## src/rtl/aes_arb_pkg.sv

```systemverilog
// Shared types and sizing helpers for the AES request arbiter.
package aes_arb_pkg;

  localparam int AES_BLK_W = 128;

  typedef enum logic [1:0] {
    ST_IDLE  = 2'd0,
    ST_ISSUE = 2'd1,
    ST_WAIT  = 2'd2,
    ST_RESP  = 2'd3
  } arb_state_e;

  // Watchdog counter must be able to hold the value TIMEOUT_CYCLES itself.
  function automatic int cnt_width(input int timeout_cycles);
    return (timeout_cycles < 1) ? 1 : $clog2(timeout_cycles + 1);
  endfunction

endpackage

```

## src/rtl/rr_arbiter.sv

```systemverilog
// Combinational round-robin pick: first set request strictly after last_grant, with wrap.
module rr_arbiter #(
  parameter int NUM_REQ = 4,
  parameter int ID_W    = $clog2(NUM_REQ)
) (
  input  logic [NUM_REQ-1:0] req,
  input  logic [ID_W-1:0]    last_grant,
  output logic               grant_valid,
  output logic [ID_W-1:0]    grant_idx,
  output logic [NUM_REQ-1:0] grant_onehot
);

  logic [ID_W-1:0] cand_s;

  // Scan priority order starting one past the previous winner.
  always_comb begin
    grant_valid = 1'b0;
    grant_idx   = '0;
    cand_s      = '0;
    for (int off = 1; off <= NUM_REQ; off++) begin
      cand_s = ID_W'((int'(last_grant) + off) % NUM_REQ);
      if (!grant_valid && req[cand_s]) begin
        grant_valid = 1'b1;
        grant_idx   = cand_s;
      end else begin
        grant_valid = grant_valid;
      end
    end
  end

  // One-hot form of the winning index.
  always_comb begin
    if (grant_valid) begin
      grant_onehot = {{(NUM_REQ-1){1'b0}}, 1'b1} << grant_idx;
    end else begin
      grant_onehot = '0;
    end
  end

endmodule

```

## src/rtl/aes_req_arbiter.sv

```systemverilog
// Shares one AES-128 core among NUM_REQ requesters with round-robin grant,
// tagged valid/ready response and a completion watchdog.
module aes_req_arbiter
  import aes_arb_pkg::*;
#(
  parameter int NUM_REQ        = 4,
  parameter int ID_W           = $clog2(NUM_REQ),
  parameter int TIMEOUT_CYCLES = 255
) (
  input  logic                           clk,
  input  logic                           rst_n,
  input  logic [NUM_REQ-1:0]             req_valid_i,
  input  logic [NUM_REQ*AES_BLK_W-1:0]   req_key_i,
  input  logic [NUM_REQ*AES_BLK_W-1:0]   req_pt_i,
  output logic [NUM_REQ-1:0]             req_ready_o,
  output logic                           rsp_valid_o,
  input  logic                           rsp_ready_i,
  output logic [ID_W-1:0]                rsp_id_o,
  output logic [AES_BLK_W-1:0]           rsp_ct_o,
  output logic                           rsp_err_o,
  output logic                           aes_start_o,
  output logic [AES_BLK_W-1:0]           aes_key_o,
  output logic [AES_BLK_W-1:0]           aes_pt_o,
  input  logic                           aes_ready_i,
  input  logic                           aes_done_i,
  input  logic [AES_BLK_W-1:0]           aes_ct_i,
  output logic                           busy_o
);

  localparam int              CNT_W     = cnt_width(TIMEOUT_CYCLES);
  localparam logic [CNT_W-1:0] CNT_LAST = CNT_W'(TIMEOUT_CYCLES - 1);
  localparam logic [ID_W-1:0]  LAST_INIT = ID_W'(NUM_REQ - 1);

  arb_state_e             state_r;
  logic [ID_W-1:0]        last_grant_r;
  logic [ID_W-1:0]        id_r;
  logic [AES_BLK_W-1:0]   key_r;
  logic [AES_BLK_W-1:0]   pt_r;
  logic [AES_BLK_W-1:0]   ct_r;
  logic                   err_r;
  logic [CNT_W-1:0]       cnt_r;
  logic                   start_r;
  logic                   rsp_valid_r;
  logic                   busy_r;

  logic                   grant_valid_s;
  logic [ID_W-1:0]        grant_idx_s;
  logic [NUM_REQ-1:0]     grant_oh_s;
  logic                   grant_fire_s;
  logic [AES_BLK_W-1:0]   sel_key_s;
  logic [AES_BLK_W-1:0]   sel_pt_s;

  rr_arbiter #(
    .NUM_REQ (NUM_REQ),
    .ID_W    (ID_W)
  ) u_rr (
    .req          (req_valid_i),
    .last_grant   (last_grant_r),
    .grant_valid  (grant_valid_s),
    .grant_idx    (grant_idx_s),
    .grant_onehot (grant_oh_s)
  );

  // Accept only from IDLE with an idle core; gating on rst_n keeps the strobe low in reset.
  assign grant_fire_s = rst_n && (state_r == ST_IDLE) && aes_ready_i && grant_valid_s;
  assign req_ready_o  = grant_fire_s ? grant_oh_s : {NUM_REQ{1'b0}};

  // Mux the winning requester's key and plaintext slices.
  always_comb begin
    sel_key_s = '0;
    sel_pt_s  = '0;
    for (int i = 0; i < NUM_REQ; i++) begin
      sel_key_s = (grant_idx_s == ID_W'(i)) ? req_key_i[i*AES_BLK_W +: AES_BLK_W] : sel_key_s;
      sel_pt_s  = (grant_idx_s == ID_W'(i)) ? req_pt_i[i*AES_BLK_W +: AES_BLK_W]  : sel_pt_s;
    end
  end

  // Main sequencer: IDLE -> ISSUE -> WAIT -> RESP -> IDLE, all outputs registered.
  always_ff @(posedge clk or negedge rst_n) begin
    if (!rst_n) begin
      state_r      <= ST_IDLE;
      last_grant_r <= LAST_INIT;
      id_r         <= '0;
      key_r        <= '0;
      pt_r         <= '0;
      ct_r         <= '0;
      err_r        <= 1'b0;
      cnt_r        <= '0;
      start_r      <= 1'b0;
      rsp_valid_r  <= 1'b0;
      busy_r       <= 1'b0;
    end else begin
      case (state_r)
        ST_IDLE: begin
          if (grant_fire_s) begin
            key_r   <= sel_key_s;
            pt_r    <= sel_pt_s;
            id_r    <= grant_idx_s;
            start_r <= 1'b1;
            busy_r  <= 1'b1;
            state_r <= ST_ISSUE;
          end
        end
        ST_ISSUE: begin
          start_r <= 1'b0;
          cnt_r   <= '0;
          state_r <= ST_WAIT;
        end
        ST_WAIT: begin
          cnt_r <= cnt_r + CNT_W'(1);
          // A done arriving in the final watchdog cycle still counts as success.
          if (aes_done_i) begin
            ct_r        <= aes_ct_i;
            err_r       <= 1'b0;
            rsp_valid_r <= 1'b1;
            state_r     <= ST_RESP;
          end else if (cnt_r == CNT_LAST) begin
            ct_r        <= '0;
            err_r       <= 1'b1;
            rsp_valid_r <= 1'b1;
            state_r     <= ST_RESP;
          end
        end
        ST_RESP: begin
          if (rsp_ready_i) begin
            rsp_valid_r  <= 1'b0;
            busy_r       <= 1'b0;
            last_grant_r <= id_r;
            state_r      <= ST_IDLE;
          end
        end
        default: begin
          state_r <= ST_IDLE;
        end
      endcase
    end
  end

  assign aes_start_o = start_r;
  assign aes_key_o   = key_r;
  assign aes_pt_o    = pt_r;
  assign rsp_valid_o = rsp_valid_r;
  assign rsp_id_o    = id_r;
  assign rsp_ct_o    = ct_r;
  assign rsp_err_o   = err_r;
  assign busy_o      = busy_r;

endmodule

```

## config.mk

```make
export PLATFORM = sky130hd
export DESIGN_NAME = aes_req_arbiter
export DESIGN_NICKNAME = d
export VERILOG_FILES = /design/src/rtl/aes_arb_pkg.sv /design/src/rtl/rr_arbiter.sv /design/src/rtl/aes_req_arbiter.sv
export SDC_FILE = /design/constraint.sdc
export NUM_CORES = 1
export LEC_CHECK = 0
export ABC_CLOCK_PERIOD_IN_PS = 4900
export BUFFER_PORTS_ARGS = -buffer_cell sky130_fd_sc_hd__buf_2
export CAP_MARGIN = 15
export CORE_AREA = 3 3 605 607
export CTS_BUF_LIST = sky130_fd_sc_hd__clkbuf_2
export DETAILED_ROUTE_END_ITERATION = 8
export DIE_AREA = 0 0 608 610
export GPL_TIMING_DRIVEN = 0
export PLACE_DENSITY = 0.3
export SLEW_MARGIN = 40
export SYNTH_ARGS = -nofsm -noshare
export SYNTH_HDL_FRONTEND = slang
export SYNTH_SLANG_ARGS = --single-unit
```

## constraint.sdc

```tcl
create_clock -name clk -period 4.9 [get_ports clk]
set_clock_uncertainty 0.05 [all_clocks]
set_input_delay 1.225 -clock clk [delete_from_list [all_inputs] [get_ports clk]]
set_output_delay 1.225 -clock clk [all_outputs]
set_load 0.005 [all_outputs]
```

Word level (Yosys, flattened, before mapping)
Cells that the tools add are included.
{"block": "op_classes", "addsub": 5, "order_cmp": 4, "n_eq_ne": 10, "shift": 1, "muxes": 42, "reduce_logical": 23}
{"cell": "128-bit 2-to-1 mux", "count": 10}
{"cell": "2-bit 2-to-1 mux", "count": 8}
{"cell": "8-bit one-hot mux with 2 select lines", "count": 1}
{"cell": "1-bit 2-to-1 mux", "count": 13}
{"cell": "2-bit by 3-bit less-than comparator with 1-bit output (second input constant)", "count": 4}
{"cell": "2-bit nonzero test", "count": 5}
{"cell": "3-bit AND reduction", "count": 3}
{"cell": "8-bit by 1-bit adder with 8-bit output (second input constant)", "count": 1}
{"cell": "1-bit binary-select mux with 2-bit select", "count": 4}
{"cell": "2-bit == test (second input constant)", "count": 4}
{"cell": "8-bit == test (second input constant)", "count": 1}
{"cell": "4-bit 2-to-1 mux", "count": 2}
{"cell": "2-bit one-hot mux with 4 select lines", "count": 1}
{"cell": "2-bit AND reduction", "count": 4}
{"cell": "1-bit logical AND", "count": 6}
{"cell": "1-bit one-hot mux with 2 select lines", "count": 3}
{"cell": "2-bit by 1-bit adder with 2-bit output (second input constant)", "count": 2}
{"cell": "2-bit adder (second input constant)", "count": 2}
{"cell": "2-bit by 1-bit == test with 1-bit output (second input constant)", "count": 2}
{"cell": "2-bit zero test", "count": 2}
{"cell": "2-bit inequality test (second input constant)", "count": 2}
{"cell": "1-bit by 2-bit left shift with 4-bit output (first input constant)", "count": 1}
{"cell": "1-bit zero test", "count": 3}
{"cell": "3-bit inequality test (second input constant)", "count": 1}
{"block": "totals", "regBits": 402, "in_bits": 1161}

Depth between registers and ports, before layout
Gate-level depths: netlist of run 1.
{"block": "depth", "ltp_word": 18, "depth_mapped": 9, "depth_no_buf": 7}

Modules after synthesis
Synthesis of run 1 repeated with hierarchy kept, for this count alone.
{"block": "hier_totals", "hier_cells": 1270, "hier_area_um2": 21274.2}
{"mod": "aes_req_arbiter", "instances": 1, "cells_per_inst": 1240, "area_each_um2": 21072.7, "seq_area_each_um2": 10062.2}
{"mod": "rr_arbiter", "instances": 1, "cells_per_inst": 30, "area_each_um2": 201.4, "seq_area_each_um2": 0.0}

Least setup slack after synthesis of run 1
Ideal clock, no wire load.
{"block": "synth_path", "path_kind": "input to output", "startpoint": "input req_valid_i[3]", "endpoint": "output req_ready_o[0]", "t_arrival_ns": 2.504, "slack_ns": 1.121, "cell_stages": 9, "n_path_buf": 4, "path_cell_list": "buf_2 > nor2_2 > a21oi_4 > and2_1 > buf_2 > nand2_1 > buf_2 > buf_2 > nor2_1"}
{"block": "synth_via", "elab_chain_cells": 15}
{"element": "from (decl)", "line": "aes_req_arbiter.sv:12", "text": "input logic [NUM_REQ-1:0] req_valid_i,"}
{"element": "1-bit binary-select mux with 2-bit select", "line": "rr_arbiter.sv:22", "text": "if (!grant_valid && req[cand_s]) begin"}
{"element": "1-bit 2-to-1 mux (implied by the code)", "line": "rr_arbiter.sv:22"}
{"element": "1-bit 2-to-1 mux", "line": "rr_arbiter.sv:22"}
{"element": "1-bit zero test", "line": "rr_arbiter.sv:22"}
{"element": "1-bit logical AND", "line": "rr_arbiter.sv:22"}
{"element": "1-bit 2-to-1 mux", "line": "rr_arbiter.sv:22"}
{"element": "1-bit zero test", "line": "rr_arbiter.sv:22"}
{"element": "1-bit logical AND", "line": "rr_arbiter.sv:22"}
{"element": "1-bit 2-to-1 mux", "line": "rr_arbiter.sv:22"}
{"element": "1-bit zero test", "line": "rr_arbiter.sv:22"}
{"element": "1-bit logical AND", "line": "rr_arbiter.sv:22"}
{"element": "2-bit 2-to-1 mux", "line": "rr_arbiter.sv:22"}
{"element": "1-bit by 2-bit left shift with 4-bit output", "line": "rr_arbiter.sv:34", "text": "grant_onehot = {{(NUM_REQ-1){1'b0}}, 1'b1} << grant_idx;"}
{"element": "4-bit 2-to-1 mux", "line": "rr_arbiter.sv:33", "text": "if (grant_valid) begin"}
{"element": "4-bit 2-to-1 mux (*)", "line": "aes_req_arbiter.sv:66", "text": "assign req_ready_o = grant_fire_s ? grant_oh_s : {NUM_REQ{1'b0}};"}
{"element": "to (decl)", "line": "aes_req_arbiter.sv:15", "text": "output logic [NUM_REQ-1:0] req_ready_o,"}
Every way passes the cells marked *; elsewhere a longest branch is shown, timed or not. The select of a mux whose other input is x is not followed.

Worst setup path in the final report of run 1
{"block": "layout_path", "startpoint": "register last_grant_r[1]", "endpoint": "output req_ready_o[0]"}
{"block": "layout_via", "elab_chain_cells": 16}
{"element": "from (decl)", "line": "aes_req_arbiter.sv:35", "text": "logic [ID_W-1:0] last_grant_r;"}
{"element": "from (signal assigned)", "line": "aes_req_arbiter.sv:128", "text": "last_grant_r <= id_r;"}
{"element": "2-bit by 1-bit adder with 2-bit output", "line": "rr_arbiter.sv:21", "text": "cand_s = ID_W'((int'(last_grant) + off) % NUM_REQ);"}
{"element": "1-bit binary-select mux with 2-bit select", "line": "rr_arbiter.sv:22"}
{"element": "1-bit 2-to-1 mux (implied by the code)", "line": "rr_arbiter.sv:22"}
{"element": "1-bit 2-to-1 mux", "line": "rr_arbiter.sv:22"}
{"element": "1-bit zero test", "line": "rr_arbiter.sv:22"}
{"element": "1-bit logical AND", "line": "rr_arbiter.sv:22"}
{"element": "1-bit 2-to-1 mux", "line": "rr_arbiter.sv:22"}
{"element": "1-bit zero test", "line": "rr_arbiter.sv:22"}
{"element": "1-bit logical AND", "line": "rr_arbiter.sv:22"}
{"element": "1-bit 2-to-1 mux", "line": "rr_arbiter.sv:22"}
{"element": "1-bit zero test", "line": "rr_arbiter.sv:22"}
{"element": "1-bit logical AND", "line": "rr_arbiter.sv:22"}
{"element": "2-bit 2-to-1 mux", "line": "rr_arbiter.sv:22"}
{"element": "1-bit by 2-bit left shift with 4-bit output", "line": "rr_arbiter.sv:34"}
{"element": "4-bit 2-to-1 mux", "line": "rr_arbiter.sv:33"}
{"element": "4-bit 2-to-1 mux (*)", "line": "aes_req_arbiter.sv:66"}
Marks and branches as above.

==> results of run 1 <==
[how the worst min path moves through the flow]
stage                        from             to
floorplan             rsp_id_o[1]    rsp_id_o[1]
global placement     rsp_ct_o[30]   rsp_ct_o[30]
detailed placement  rsp_ct_o[104]  rsp_ct_o[104]
CTS                 req_pt_i[510]  aes_pt_o[126]
global route         aes_ct_i[19]   rsp_ct_o[19]
finish               aes_ct_i[16]   rsp_ct_o[16]
[through the flow]
step           cell area (um2)  instances
2_1_floorplan            20210       2027
3_3_place_gp             33980       8374
3_5_place_dp             34440       8388
4_1_cts                  45250       9560
5_1_grt                  45330       9592
6_report                 45510       9666
[cell usage after synthesis (2+ instances only)]
cell type | count | area (um2)
a21oi_1 | 4 | 20.02
a221oi_1 | 112 | 980.9
a22o_1 | 130 | 1139
a32oi_1 | 144 | 1261
and2_1 | 2 | 12.51
buf_1 | 8 | 30.03
buf_2 | 87 | 435.4
buf_4 | 10 | 75.07
clkbuf_1 | 110 | 412.9
dfrtp_1 | 400 | 10010
dfstp_2 | 2 | 52.55
ha_1 | 7 | 87.58
inv_1 | 12 | 45.04
mux2_2 | 3 | 33.78
mux2i_1 | 115 | 1151
nand2_1 | 450 | 1689
nand2b_1 | 3 | 18.77
nand3_1 | 5 | 25.02
nand4_1 | 2 | 12.51
nor2_1 | 120 | 450.4
nor2_2 | 3 | 18.77
nor2b_1 | 2 | 12.51
nor3_1 | 2 | 10.01
o21a_1 | 2 | 15.01
o21ai_0 | 16 | 80.08
o21ba_2 | 3 | 30.03
o221ai_1 | 144 | 1261
o22ai_1 | 114 | 713.2
or3_1 | 2 | 12.51
[cells in the final DEF (no fill, tap or decap), types with 5 or more instances in the layout]
cell,netlist,final
a221oi_1,112,112
a22o_1,130,130
a32oi_1,144,144
buf_1,8,5
buf_12,0,8
buf_16,0,16
buf_2,87,1628
buf_4,10,27
clkbuf_1,110,92
clkbuf_2,0,238
clkinv_1,0,22
dfrtp_1,400,400
diode_2,0,106
dlygate4sd3_1,0,898
ha_1,7,6
inv_1,12,10
mux2i_1,115,101
mux2i_2,0,13
nand2_1,450,447
nand3_1,5,5
nor2_1,120,118
o21ai_0,16,16
o221ai_1,144,144
o22ai_1,114,113
[metal layers]
metal	share of wire (%)	global-route usage, %	vias up	wire, um
met3	13	9.766	892	42420
met2	46	28.57	2151	154300
met1	36	18.39	16180	120400
met5	0.42	0	-	1391
met4	4.2	5.136	216	13900
li1	-	-	13350	-
[power by group through the flow]
stage                     registers, mW  clock network (mW)  logic, mW
after global routing               6.15                3.91       13.9
final                              5.98                3.52       13.1
after floorplan                    5.87                   0       3.68
after detailed placement           6.01                   0       10.6
after global placement             5.99                   0       10.5
after CTS                          5.97                3.80       13.3
[registers in the layout, summed over array words and instances, names as in the netlist]
name          cells
state_r           2
last_grant_r      2
rsp_err_o         1
rsp_ct_o        128
rsp_valid_o       1
rsp_id_o          2
aes_start_o       1
cnt_r             8
busy_o            1
aes_pt_o        128
aes_key_o       128
[cell families after synthesis]
group	Yosys count	synth area share, %
multiplexers	118	5.863
AND/OR/NAND/NOR	593	11.26
adder cells (fa/ha/maj)	7	0.4333
XOR/XNOR	1	0.04334
flip-flops	402	49.79
buffers and inverters	227	4.940
AO/OA/AOI/OAI	679	27.67
[layout make-up]
cell class              instances  area share, %
repair buffers               2487          38.25
flip-flops and latches        402          22.11
multi-input cells            1398          20.48
well taps                    4794          13.18
plain buffers                 212          2.458
clock buffers                 223          2.452
diodes                        106         0.5828
clock inverters                32         0.3931
inverters                      12        0.09897
[critical path, delay by kind of cell (launching register included)]
| family | cells | cell delay (ns) |
|---|---|---|
| AO/OA/AOI/OAI | 2 | 0.37 |
| buffers and inverters | 3 | 0.40 |
| flip-flops | 1 | 0.61 |
| multiplexers | 1 | 0.20 |
| AND/OR/NAND/NOR | 2 | 0.15 |
[timing repair]
action                                 in CTS  in global routing
setup endpoints to repair                   4                  0
setup buffers                              16                  0
hold buffers                              904                  0
gates resized for setup                    59                  0
endpoints found under the hold margin     722                  0
==> summary.txt, run 1 <==
Final layout
  • Reg area: 0.01006 mm2
  • Multi-input logic area: 0.009319 mm2
  • Nets: 5,833
  • Share of post-route cells with drive strength above 1: 41.50%
  • Fillers: between 40,000 and 50,000
  • Final core utilization: 12.58%
  • Synth-to-layout area growth: 125.2%

Routing
  • 1st-pass router iterations: 5
  • Final WL: ~330 mm
  • Vias/cell: 3.392
  • Vias: about 33,000
  • Remaining DRCs: 0
  • DR WL/cell: approximately 34 um
  • ANT nets after route: 0
  • Initial DRC count: 2,772

Logic synthesis
  • Yosys cell types: 42
  • Seq/Total Area, Yosys: 49.79%
  • Top_reg_cell synth: dfrtp_1
  • Ys Warns: 0
  • Synthesized area: 0.02021 mm2
  • Ys async rst share: between 90% and 100%
  • Syn_area_per_cell: 9.971 um2
  • Post-Syn Nets: 3,195
  • EDFF count, synth: 0
  • Flops & latches, synth: ~400
  • Mapped Cells: 2,027

Timing
  • Slew @ Worst Pin: between 0.9 and 1 ns
  • Max_slew headroom: 36.73%
  • Period Utilization, post-route: 92.27%
  • Fmax: 0.2212 GHz
  • Final setup margin: 0.3786 ns
  • Slew Viols, Final: 0
  • Total negative slack: 0 ns
  • RSZ-0062 raised after global routing: false
  • Count of final setup violators: 0
  • Hold slack: 0.3974 ns
  • Final hold violation count: 0
  • Minimum clock period: 4.521 ns

Pwr
  • Internal power: 11.76 mW
  • Leakage: 20.40 nW
  • Clk network pwr share: 15.6%
  • Reg power frac: 26.5%
  • Design Power: 22.56 mW
  • Maximum vdd ir drop: roughly 0.19 mV
  • PD cells: 495.6 mW/mm2
  • Sw Ratio: around 48%
  • Comb pwr share: between 50% and 60%
  • NetSw: 10.80 mW

Clock network
  • Reg clk slew, reported paths: 0.08 ns
  • CTS tree: yes
  • Clk_lat worst skew: 1.63 ns
  • Clock sinks: 402
  • Clock Tree Buf Depth: 4
  • Inserted Clock Buffers: 152
  • Htree depth: 4
  • Root Buffer: clkbuf_2

Hold path
  • Hold depth: 3
  • Worst Hold Class: in -> reg

Worst setup path
  • CP arrival: 3.25 ns
  • Slowest-stage cell, CP: dfstp_2
  • CP Cell Sequence: mux2i_1, o22a_1, o21a_4, nand2_8, buf_16, buf_16, nor2_4, buf_6
  • CP endpoint: req_ready_o[0]
  • Crit Reg-Reg Endpoint: aes_pt_o[76]
  • Crit path launch type: flip-flop
  • Crit-path most repeated cell: buf_16
  • CP startpoint: last_grant_r[1]
  • Crit Path Max Fanout: 6
  • CP required: 3.62 ns
  • FF-to-FF Start: last_grant_r[1]
  • Worst stage delay on the critical path: roughly 0.61 ns
  • R2r worst-path depth: 10
  • Crit Path Category: reg -> out
  • Reg2reg setup slack: 0.65 ns
  • Setup crit end kind: primary output

Placed design
  • Place WS: -1.824 ns
  • DP HPWL: 290.0 mm
  • PortBufs: 1,553
  • Gpl congestion: 0.9205

Floorplan
  • Die Ht: 610 um
  • Rows: 221
  • Core footprint: 0.3617 mm2
  • Die width: 608 um
  • Initial Util: under 10%
  • Area of the die: roughly 0.37 mm2
  • Boundary Pins: about 1,600

Global routing
  • Initial antenna violation count: 414
  • GRT Resource Usage Total: 17.18%
  • Overflow after GRT: 0
  • Vias in the first global route: roughly 33,000
  • First-pass GRT wire length: 403.4 mm
  • Largest net degree at the start of global routing: 66

Status
  • Run status: finished, final reports clean

Run
  • Max capacitance violation total: 0
No activity file was read; power rests on OpenSTA's default activity.
==> run 2, diff against run 1 <==
Settings changed: GPL_TIMING_DRIVEN 0 to unset.
==> summary.txt, run 2 (synthesis gave the netlist of run 1 again) <==
Status
  • Run status: finished, final reports clean

Global routing
  • GRT Resource Usage Total: 15.70% (-1.5 points)
  • Largest net degree at the start of global routing: 125 (+89%)
  • Overflow after GRT: 0 (unchanged)
  • First-pass GRT wire length: 374.7 mm (-7.1%)
  • Vias in the first global route: 32,040 (-1.7%)
  • Initial antenna violation count: 393 (-5.1%)

Final layout
  • Commonest non-fill, non-tap cell in the layout: buf_2
  • Share of post-route cells with drive strength above 1: 41.05% (-0.45 points)
  • Most frequent cells in the layout: buf_2, dlygate4sd3_1, nand2_1, dfrtp_1, clkbuf_2
  • Synth-to-layout area growth: 120.0%
  • Multi-input logic area: 0.009258 mm2 (-0.66%)
  • Fillers: 42,040 (-0.050%)
  • Nets: 5,644 (-3.2%)
  • Reg area: 0.01006 mm2 (unchanged)

Timing
  • Final hold violation count: 0 (unchanged)
  • Minimum clock period: 4.703 ns (+0.1812 ns)
  • RSZ-0062 raised after global routing: false
  • Slew Viols, Final: 0 (unchanged)
  • Max_slew headroom: 42.17% (+5.4 points)
  • Fmax: 0.2126 GHz (-3.9%)
  • Period Utilization, post-route: 95.97% (+3.7 points)
  • Slew @ Worst Pin: 0.8675 ns (-0.05511 ns)
  • Hold slack: 0.4561 ns (+0.05870 ns)
  • Count of final setup violators: 0 (unchanged)
  • Total negative slack: 0 ns (unchanged)

Worst setup path
  • Crit Path Max Fanout: 11 (+5)
  • CP Cell Sequence: dlygate4sd3_1, dlygate4sd3_1, buf_8, nand2_1, a21oi_4, buf_6, nand2_8, nor3_1, buf_2
  • Setup crit end kind: primary output
  • CP arrival: 3.43 ns (+0.18 ns)
  • Slowest-stage cell, CP: dlygate4sd3_1
  • Crit-path most repeated cell: dlygate4sd3_1
  • CP required: 3.62 ns (about the same)
  • Crit path launch type: primary input
  • Worst stage delay on the critical path: 0.58 ns (-0.03 ns)
  • Crit Path Category: in -> out

Clock network
  • Inserted Clock Buffers: 148 (-2.6%)
  • Clk_lat worst skew: 1.50 ns (-0.13 ns)
  • Root Buffer: clkbuf_2
  • Clock Tree Buf Depth: 4 (unchanged)
  • Reg clk slew, reported paths: 0.09 ns (about the same)
  • Clock sinks: 402 (unchanged)
  • Htree depth: 4 (unchanged)
  • CTS tree: yes

Floorplan
  • Core footprint: 0.3617 mm2 (unchanged)
  • Rows: 221 (unchanged)
  • Boundary Pins: 1,555 (unchanged)
  • Die Ht: 610 um (unchanged)
  • Initial Util: 5.588% (unchanged)
  • Area of the die: 0.3709 mm2 (unchanged)
  • Die width: 608 um (unchanged)

Routing
  • DR WL/cell: 32.12 um (-6.6%)
  • Vias/cell: 3.349 (-1.3%)
  • ANT nets after route: 0 (unchanged)
  • 1st-pass router iterations: 5 (unchanged)
  • Vias: 31,670 (-3.4%)
  • Remaining DRCs: 0 (unchanged)
  • Final WL: 303.7 mm (-8.7%)
  • Initial DRC count: 2,340 (-16%)

Pwr
  • PD cells: 486.7 mW/mm2 (-1.8%)
  • Sw Ratio: 45.91% (-2.0 points)
  • NetSw: 9.932 mW (-8.0%)
  • Maximum vdd ir drop: 0.1839 mV (-2.6%)
  • Comb pwr share: 56.7% (-1.2 points)
  • Clk network pwr share: 15.6% (about the same)
  • Leakage: 19.85 nW (-2.7%)
  • Reg power frac: 27.7% (+1.2 points)
  • Internal power: 11.70 mW (-0.45%)

Placed design
  • Gpl congestion: 0.9193 (-0.13%)
  • DP HPWL: 258.9 mm (-11%)
  • PortBufs: 1,554 (+0.064%)

Run
  • Max capacitance violation total: 0 (unchanged)

Hold path
  • Worst Hold Class: reg -> reg
-- run 2: cell count changes in the layout (fill, tap and decap cells not counted), sizes merged --
cell         change
diode            -8
bufinv           +2
clkinvlp         +4
buf             -58
dlygate4sd3     -17
clkbuf         -134
-- run 2: per-layer routing --
layer	global-route usage, %	vias up	share of wire, %
li1	-	12940	-
met1	16.18	15640	35
met2	25.88	2029	46
met3	10.64	855	15
met4	4.083	200	3.6
met5	0	-	0.43
-- run 2: final cells by class --
| cell class | instances | area share [%] |
|---|---|---|
| flip-flops and latches | 402 | 22.64 |
| well taps | 4794 | 13.49 |
| diodes | 98 | 0.5517 |
| clock inverters | 38 | 0.5657 |
| repair buffers | 2514 | 39.59 |
| multi-input cells | 1398 | 20.83 |
| inverters | 12 | 0.1013 |
| clock buffers | 199 | 2.240 |
-- run 2: stage by stage --
stage	setup slack [ns]	total power, mW	util (%)	instances	cell area, um2
finish	0.1974	21.63	12.29	9455	44450
global route	0.01158	23.17	12.24	9387	44280
CTS	0.02928	22.11	12.20	9354	44120
detailed placement	0.7595	15.86	9.398	8232	33990
global placement	0.7491	15.82	9.364	8227	33870
floorplan	1.121	9.555	-	2027	20210
-- run 2: critical path, delay by kind of cell --
family                 cells  cell delay (ns)
buffers and inverters      5             1.60
AOI/OAI and AO/OA          1             0.16
and+or+nand+nor            3             0.41
-- run 2: what timing repair did --
| action | 4_1_cts | 5_1_grt |
|---|---|---|
| gates resized for setup | 3 | 1 |
| hold buffers | 882 | 0 |
| setup endpoints to repair | 4 | 2 |
| pin swaps | 2 | 0 |
| endpoints found under the hold margin | 563 | 0 |
| gates cloned | 0 | 0 |
| buffers inserted | 3 | 0 |
-- run 2: worst paths after layout --
path | from | endpoint | slack (ns) | cells after the start
min reg2reg | rsp_ct_o[126] | rsp_ct_o[126] | 0.46 | 1
max in group asynchronous | rst_n | rsp_ct_o[97] | 2.35 | 7
min in group asynchronous | rst_n | aes_key_o[54] | 0.80 | 4
max | rst_n | req_ready_o[3] | 0.20 | 9
max reg2reg | last_grant_r[1] | aes_key_o[63] | 0.94 | 9
min | rsp_ct_o[126] | rsp_ct_o[126] | 0.46 | 1
-- run 2: power groups by stage --
stage                     clock network (mW)  registers (mW)  logic (mW)
after floorplan                            0            5.87        3.68
after global placement                     0            6.04        9.78
final                                   3.38            5.98        12.3
after CTS                               3.68            6.00        12.4
after detailed placement                   0            6.05        9.81
after global routing                    3.80            6.18        13.2
==> run 3, diff against run 2 <==
Settings changed: CELL_PAD_IN_SITES_DETAIL_PLACEMENT set to 1, CELL_PAD_IN_SITES_GLOBAL_PLACEMENT set to 2, CORE_AREA 3 3 605 607 to 3 3 607 609, DIE_AREA 0 0 608 610 to 0 0 610 612, SLEW_MARGIN 40 to 20.
==> summary.txt, run 3 (synthesis gave the netlist of run 1 again) <==
Status
  • Run status: finished, final reports clean

Timing
  • Slew @ Worst Pin: 0.8810 ns (+0.01351 ns)
  • Final hold violation count: 0 (unchanged)
  • Count of final setup violators: 0 (unchanged)
  • Total negative slack: 0 ns (unchanged)
  • Slew Viols, Final: 0 (unchanged)
  • Max_slew headroom: 41.27% (-0.90 points)
  • RSZ-0062 raised after global routing: false
  • Fmax: 0.2297 GHz (+8.0%)
  • Minimum clock period: 4.354 ns (-0.3488 ns)
  • Period Utilization, post-route: 88.85% (-7.1 points)

Clock network
  • Inserted Clock Buffers: 168 (+14%)
  • Clock Tree Buf Depth: 4 (unchanged)
  • Htree depth: 4 (unchanged)
  • Clock sinks: 402 (unchanged)
  • CTS tree: yes
  • Clk_lat worst skew: 1.55 ns (+0.05 ns)
  • Root Buffer: clkbuf_2
  • Reg clk slew, reported paths: 0.08 ns (about the same)

Pwr
  • Maximum vdd ir drop: 0.2139 mV (+16%)
  • Clk network pwr share: 17.2% (+1.6 points)
  • Sw Ratio: 44.96% (-0.95 points)
  • PD cells: 477.2 mW/mm2 (-1.9%)
  • Internal power: 12.32 mW (+5.3%)
  • Reg power frac: 26.8% (-0.9 points)
  • NetSw: 10.06 mW (+1.3%)
  • Comb pwr share: 56.0% (-0.7 points)
  • Leakage: 21.08 nW (+6.2%)
  • Design Power: 22.39 mW (+3.5%)

Global routing
  • Vias in the first global route: 34,210 (+6.8%)
  • Initial antenna violation count: 277 (-30%)
  • GRT Resource Usage Total: 14.54% (-1.2 points)
  • Largest net degree at the start of global routing: 104 (-17%)
  • Overflow after GRT: 0 (unchanged)
  • First-pass GRT wire length: 357.9 mm (-4.5%)

Final layout
  • Nets: 5,900 (+4.5%)
  • Fillers: 43,170 (+2.7%)
  • Most frequent cells in the layout: buf_2, dlygate4sd3_1, nand2_1, dfrtp_1, clkbuf_2
  • Share of post-route cells with drive strength above 1: 39.36% (-1.7 points)
  • Commonest non-fill, non-tap cell in the layout: buf_2
  • Synth-to-layout area growth: 132.1%
  • Final core utilization: 12.93% (+0.64 points)

Worst setup path
  • Setup crit end kind: primary output
  • Crit Path Category: in -> out
  • FF-to-FF Start: last_grant_r[1]
  • CP Cell Sequence: dlygate4sd3_1, buf_8, nand2_1, a21oi_4, buf_4, nand2_8, nor3_1, buf_2
  • CP required: 3.62 ns (about the same)
  • R2r worst-path depth: 8 (-1)
  • Worst stage delay on the critical path: 0.56 ns (-0.02 ns)
  • Reg2reg setup slack: 1.19 ns (+0.25 ns)
  • CP arrival: 3.08 ns (-0.35 ns)
  • Slowest-stage cell, CP: dlygate4sd3_1
  • Crit path launch type: primary input
  • Crit Path Max Fanout: 19 (+8)
  • Crit Reg-Reg Endpoint: aes_pt_o[97]

Hold path
  • Hold depth: 1 (unchanged)
  • Endpoint, Worst Hold: rsp_ct_o[43]
  • Worst Hold Class: reg -> reg
  • Min-delay src: rsp_ct_o[43]

Routing
  • Initial DRC count: 1,492 (-36%)
  • DR WL/cell: 29.24 um (-9.0%)
  • Vias: 31,230 (-1.4%)
  • ANT nets after route: 0 (unchanged)
  • 1st-pass router iterations: 5 (unchanged)
  • Vias/cell: 3.224 (-3.7%)
  • Final WL: 283.2 mm (-6.7%)
  • Remaining DRCs: 0 (unchanged)

Floorplan
  • Die width: 610 um (+0.33%)
  • Rows: 221 (unchanged)
  • Area of the die: 0.3733 mm2 (+0.66%)
  • Boundary Pins: 1,555 (unchanged)
  • Die Ht: 612 um (+0.33%)
  • Core footprint: 0.3628 mm2 (+0.31%)
  • Initial Util: 5.571% (-0.017 points)

Placed design
  • PortBufs: 1,554 (unchanged)
  • Gpl congestion: 0.8158 (-11%)
  • DP HPWL: 230.1 mm (-11%)

Run
  • Max capacitance violation total: 0 (unchanged)
==> run 3: cell types whose count changed in the layout (fill, tap and decap cells not counted), moves of 2 or more <==
cell / delta
clkinv_1: -8
inv_6: +2
inv_2: -2
dlygate4sd3_1: +250
buf_6: -3
buf_12: +3
buf_16: -4
diode_2: -41
clkbuf_2: +49
clkinvlp_4: -2
buf_4: -10
clkinv_2: -4
==> run 3: metrics by stage <==
step | area (um2) | hold WS, ns | worst slack [ns] | instances
floorplan | 20210 | 0.4410 | 1.121 | 2027
global placement | 33930 | 0.4325 | 0.7290 | 8224
detailed placement | 33930 | 0.4352 | 0.7176 | 8224
CTS | 46740 | 0.001105 | 0.02098 | 9628
global route | 46820 | 0.1733 | 0.1111 | 9650
finish | 46910 | 0.4494 | 0.5462 | 9686
==> run 3: power by group through the flow <==
stage	Sequential (mW)	Clock [mW]	Combinational, mW
CTS	6.03	4.26	12.9
global route	6.22	4.33	13.6
detailed placement	6.07	0	9.91
floorplan	5.87	0	3.68
finish	6.00	3.84	12.5
global placement	6.07	0	9.86
==> run 3: area by class of cell <==
| type | count | area, um2 | share of cell area (%) |
|---|---|---|---|
| clock buffers | 248 | 1241 | 2.646 |
| well taps | 4794 | 5998 | 12.79 |
| repair buffers | 2750 | 19940 | 42.51 |
| flip-flops and latches | 402 | 10060 | 21.45 |
| inverters | 12 | 45.04 | 0.09603 |
| clock inverters | 25 | 226.5 | 0.4828 |
| multi-input cells | 1398 | 9250 | 19.72 |
| diodes | 57 | 142.6 | 0.3041 |
==> run 3: layer usage <==
metal / vias to the layer above / GRT usage [%] / wire, um
met5: - / 0 / 929
met4: 146 / 3.681 / 8436
met3: 649 / 5.637 / 24030
met2: 1325 / 26.42 / 144800
met1: 15700 / 15.61 / 105000
li1: 13410 / - / -
==> run 3: repair_timing <==
action / in CTS / in global routing
setup endpoints to repair: 4 / 0
endpoints found under the hold margin: 571 / 0
gates resized for setup: 4 / 0
hold buffers: 1131 / 0
setup buffers: 0 / 0
==> run 3: how the worst max path moves through the flow <==
stage / from / endpoint / slack [ns] / cells after the start
floorplan: req_valid_i[3] / req_ready_o[0] / 1.12 / 9
global placement: req_valid_i[1] / req_ready_o[3] / 0.73 / 6
detailed placement: req_valid_i[1] / req_ready_o[3] / 0.72 / 6
CTS: state_r[0] / req_ready_o[0] / 0.02 / 6
global route: last_grant_r[1] / req_ready_o[0] / 0.11 / 6
finish: rst_n / req_ready_o[3] / 0.55 / 8
==> run 3: worst max-delay path, delay by kind of cell <==
| family | cells | cell delay (ns) |
|---|---|---|
| buffers and inverters | 4 | 1.08 |
| AOI/OAI and AO/OA | 1 | 0.15 |
| and+or+nand+nor | 3 | 0.59 |
